## config.mk

```make
export PLATFORM = sky130hd
export DESIGN_NAME = fetch_unit
export DESIGN_NICKNAME = d
export VERILOG_FILES = /design/src/rtl/fetch_unit.sv
export SDC_FILE = /design/constraint.sdc
export NUM_CORES = 1
export LEC_CHECK = 0
export CORE_MARGIN = 2
export CORE_UTILIZATION = 42
export DETAILED_ROUTE_END_ITERATION = 10
export GPL_TIMING_DRIVEN = 0
export MAX_ROUTING_LAYER = met4
export PLACE_DENSITY_LB_ADDON = 0.2
export SETUP_SLACK_MARGIN = 0.4
export SLEW_MARGIN = 20
export SYNTH_ARGS = -nofsm -noshare
export SYNTH_HDL_FRONTEND = slang
export SYNTH_SLANG_ARGS = --single-unit
```

## constraint.sdc

```tcl
create_clock -name clk -period 2.27 [get_ports clk]
set_input_delay 0.5675 -clock clk [delete_from_list [all_inputs] [get_ports clk]]
set_output_delay 0.5675 -clock clk [all_outputs]
set_load 0.02 [all_outputs]
```

## src/rtl/fetch_unit.sv

```systemverilog
// Instruction-fetch stage: owns the PC, fetches over a req/rdy handshake and
// holds one instruction for decode. Stops fetching once a HALT is captured.
module fetch_unit #(
  parameter logic [15:0] RESET_PC = 16'h0000,
  parameter logic [4:0]  HALT_OP  = 5'b00000
) (
  input  logic        clk,
  input  logic        rst,
  input  logic        stall_in,
  input  logic        redirect,
  input  logic [15:0] redirect_pc,
  output logic        imem_req,
  output logic [15:0] imem_addr,
  input  logic        imem_rdy,
  input  logic [15:0] imem_data,
  output logic [15:0] instr,
  output logic [15:0] instr_pc,
  output logic [15:0] pc_plus2,
  output logic        instr_valid,
  output logic        halted,
  output logic        err
);

  typedef enum logic {RUN = 1'b0, HALT = 1'b1} state_t;

  state_t      state_reg;
  logic [15:0] pc_reg;
  logic [15:0] buf_instr_reg;
  logic [15:0] buf_pc_reg;
  logic        buf_valid_reg;
  logic        err_reg;

  logic consume;
  logic fill;
  logic take_redirect;
  logic err_next;

  assign consume       = buf_valid_reg & ~stall_in;
  assign imem_req      = ~rst & (state_reg == RUN) & (~buf_valid_reg | consume);
  assign imem_addr     = pc_reg;
  assign fill          = imem_req & imem_rdy & ~redirect;
  assign take_redirect = redirect & (state_reg == RUN);

  // Misaligned targets are still followed (bit 0 cleared) but are reported.
  assign err_next = redirect & (~buf_valid_reg | stall_in |
                                (state_reg == HALT) | redirect_pc[0]);

  assign instr       = buf_instr_reg;
  assign instr_pc    = buf_pc_reg;
  assign pc_plus2    = buf_pc_reg + 16'd2;
  assign instr_valid = buf_valid_reg;
  assign halted      = (state_reg == HALT);
  assign err         = err_reg;

  always_ff @(posedge clk or posedge rst) begin
    if (rst) begin
      pc_reg        <= RESET_PC;
      buf_instr_reg <= 16'h0000;
      buf_pc_reg    <= 16'h0000;
      buf_valid_reg <= 1'b0;
      state_reg     <= RUN;
      err_reg       <= 1'b0;
    end else begin
      err_reg <= err_next;
      if (take_redirect) begin
        // A response arriving alongside the redirect is wrong-path and dropped.
        pc_reg        <= {redirect_pc[15:1], 1'b0};
        buf_valid_reg <= 1'b0;
      end else if (fill) begin
        buf_instr_reg <= imem_data;
        buf_pc_reg    <= pc_reg;
        buf_valid_reg <= 1'b1;
        pc_reg        <= pc_reg + 16'd2;
        if (imem_data[15:11] == HALT_OP) begin
          state_reg <= HALT;
        end
      end else if (consume) begin
        buf_valid_reg <= 1'b0;
      end
    end
  end

endmodule
```

==> results summary <==
The number of rows in the core area came out at 27. The number of nets at the end of the flow is roughly 430. The maximum resistive drop on vdd came out at around 0.00044 V. The count of buffers from port buffering is between 100 and 150. The Yosys step of the flow raised 0 warnings. The leading register cell type out of synthesis is dfrtp_1. The number of hold-repair buffers added at the cts stage came out at 0. The initial core utilization is 0.434. In this run the standard cell core region covers ~5500 um^2. Among all stages on the critical path, the largest delay is contributed by dfrtp_2. The share of synthesized area in the top cell type comes to 0.513. The delay contributed by the slowest stage of the critical path is about 440 ps.

The overall power of the completed layout came out at around 0.003 W. The static leakage power came out at between 1.5 and 2 nW. In this run the number of H-tree levels came out at 2. TritonCTS built the clock tree. After filler insertion, the fill cell instance count of the layout stands at 442. The growth of design area from synthesis to finish came out at 66.0%. In this run the worst hold path is classified as input pin to asynchronous set/reset pin. The headroom to the max-slew limit is 0.646. Dividing total power by cell area gives a power density of between 700 and 800 nW/um^2. The signal arrival time at the worst endpoint came out at about 1600 ps. The routed via count divided by cell count came out at approximately 5.

The wire length of the first global-routing pass is roughly 10 mm. The data required time of the critical path is ~1700 ps. The number of synthesized register bits came out at slightly below 50. The maximum net fanout on the critical path is 4. The aggregate negative setup slack came out at 0 ps.

The initial antenna violation count is 0. The first detailed-routing pass ran for 4 iterations. The final wirelength is 6.65 mm. The worst-case clock skew is 6.53 ps. The boundary pin count is 105. The via count of the first global-routing pass came to between 2000 and 2500. The routability congestion estimate from global placement came out at 0.795.

Counting instances in the post-synthesis netlist gives the leading cell types as nand2_1 (69), dfrtp_1 (49), o21ai_0 (13). The global routing usage summed across all routing layers came out at 0.218. The nature of the critical path endpoint is a primary output. For the pin with the worst max-slew slack, the measured transition is 530 ps. The area of the die is around 6300 um^2.

The flip-flop count of the largest register after layout is 16. The signal on the critical path passes through ha_4, and3_4, nand4_1, xnor2_2, buf_4. The clock drives 49 sinks. Based on the critical path, the design can be clocked at up to ~0.47 GHz.

The average cell area after synthesis is roughly 9.5 um^2. The mapped netlist covers around 2400 um^2. The number of design rule violations left after detail routing is 0. The detailed router's first-iteration violation count is roughly 150.

The share of layout cells above drive strength 1 came out at 0.281. From bottom edge to top edge, the die measures roughly 79 um. The post-synthesis async set-or-reset flop share came out at 1.00. The number of flops mapped to enable cells by yosys came out at 0. The run finished with clean final reports.

The count of antenna-violating nets left after detailed routing is 0. The post-synthesis cell type with the largest combined area is dfrtp_1. The count of pins over their slew limit is 0. The horizontal die dimension came out at 79.5 um. Entering global routing, the biggest net connects 30 pins. Counting the buffers created by CTS gives 5.

The setup path with the least slack is of type flop to primary output. For this run, the register share of the synthesized area comes to 0.513. In the post-synthesis netlist, the cell with the most instances is nand2_1. The clock reaches the later pin of the worst-skew pair after around 300 ps. Setup violations remaining at the end of the flow were counted as 0. The total global routing overflow is 0. The post-synthesis instance total came out at around 250. The worst-case clock buffer depth came out at 2. For this block, the via count after detailed routing is ~2300. The clock input transition at the sequential cells of the worst setup and hold paths is ~90 ps. The tree is rooted in a clkbuf_8. Counting I/O delays and the setup requirement, the final critical path takes 2130 ps.

The number of violations of the max-capacitance limit came out at 0. The routed wire length per instance came out at 14.5 um. The count of distinct cell types in the synthesized netlist is 39. In the post-synthesis netlist, the biggest area contributors are dfrtp_1 (51%), nand2_1 (11%), mux2_2 (4.7%).

STA classifies the critical path startpoint as a flop. Setup repair after global routing could not meet its margin everywhere. The detailed-placement wirelength estimate came out at around 4.7 mm. The number of failing hold endpoints at the final stage is 0. The final period utilization came out at 0.938. The repair_antennas step left the layout with diodes totalling 0.
-- power by group --
part | leakage, nW | internal, W | switching [W]
Sequential | 0.576 | 0.00103 | 0.000158
Combinational | 1.31 | 0.000582 | 0.000639
Clock | 0.0585 | 0.000359 | 0.000278
Total | 1.95 | 0.00197 | 0.00108
-- layout by cell type (no fill, tap or decap), types with 6 or more instances in the layout --
cell type	n
xnor2_2	6
dfrtp_1	37
inv_1	6
nand3_1	6
dfrtp_2	12
clkdlybuf4s50_1	38
nand2_1	68
nor2_1	8
clkbuf_8	7
buf_4	35
dlymetal6s2s_1	12
o21ai_0	13
dlygate4sd2_1	33
clkbuf_1	7
mux2_2	10
-- final cells by class --
| type | instances | area [um^2] | area share |
|---|---|---|---|
| timing repair buffer | 125 | 1150 | 0.290 |
| inverter | 7 | 26.3 | 0.00662 |
| buffer | 14 | 86.3 | 0.0217 |
| clock inverter | 1 | 30.0 | 0.00756 |
| multi-input combinational | 185 | 1260 | 0.317 |
| tap | 72 | 90.1 | 0.0227 |
| sequential | 49 | 1240 | 0.313 |
| clock buffer | 7 | 86.3 | 0.0217 |
-- routing by layer --
| layer | up-vias | wire, um | part of all wire | GRT usage |
|---|---|---|---|---|
| met2 | 94 | 3400 | 0.51 | 0.361 |
| li1 | 1128 | - | - | - |
| met1 | 1121 | 2750 | 0.41 | 0.274 |
| met5 | - | 0 | 0 | - |
| met4 | 0 | 44 | 0.0066 | 0.0621 |
| met3 | 6 | 458 | 0.069 | 0.0419 |
-- logic make-up (layout without fill, tap and decap cells) --
group | after synthesis | count (layout) | synth area share
AOI/OAI and AO/OA | 34 | 34 | 0.0994
buffers and inverters | 21 | 154 | 0.0382
and+or+nand+nor | 118 | 118 | 0.225
xor gates and xnor gates | 18 | 18 | 0.0659
adders and majority gates | 2 | 2 | 0.0105
muxes | 10 | 10 | 0.0471
other | 1 | 3 | 0.00157
DFF | 49 | 49 | 0.513
-- critical path: cells and delay by family (launching register included) --
family                     cells  cell delay (ps)
adders and majority gates      1              170
buffers and inverters          1              150
DFF                            1              440
xor gates and xnor gates       1              160
and+or+nand+nor                2              350
-- timing repair --
| action | 4_1_cts | 5_1_grt |
|---|---|---|
| resized for setup | 131 | 36 |
| pin swaps | 15 | 13 |
| cloned | 0 | 0 |
| endpoints found under the setup margin | 96 | 33 |
| buffers inserted | 14 | 9 |
-- stage by stage --
step | cells | utilization | instance area, um^2 | setup slack, ps | hold WS [ps]
after floorplan | 255 | - | 2480 | 359 | 571
after global placement | 428 | 0.650 | 3580 | -677 | 456
after detailed placement | 429 | 0.654 | 3600 | -539 | 462
after CTS | 451 | 0.695 | 3830 | 118 | 475
after global routing | 460 | 0.721 | 3970 | 80.8 | 512
final | 460 | 0.721 | 3970 | 141 | 470
-- final timing paths --
path	start	to	slack, ps	cells after the start
setup / recovery	instr_pc[1]$_DFFE_PP0P_	pc_plus2[15]	140	5
hold / removal	rst	instr[9]$_DFFE_PP0P_	470	2
setup reg to reg	imem_addr[1]$_DFFE_PP0P_	imem_addr[15]$_DFFE_PP0P_	410	5
hold reg to reg	instr[0]$_DFFE_PP0P_	instr[0]$_DFFE_PP0P_	480	2
max in group asynchronous	rst	instr_pc[11]$_DFFE_PP0P_	1280	3
min in group clk	instr[0]$_DFFE_PP0P_	instr[0]$_DFFE_PP0P_	480	2
(Power assumes the default switching activity.)
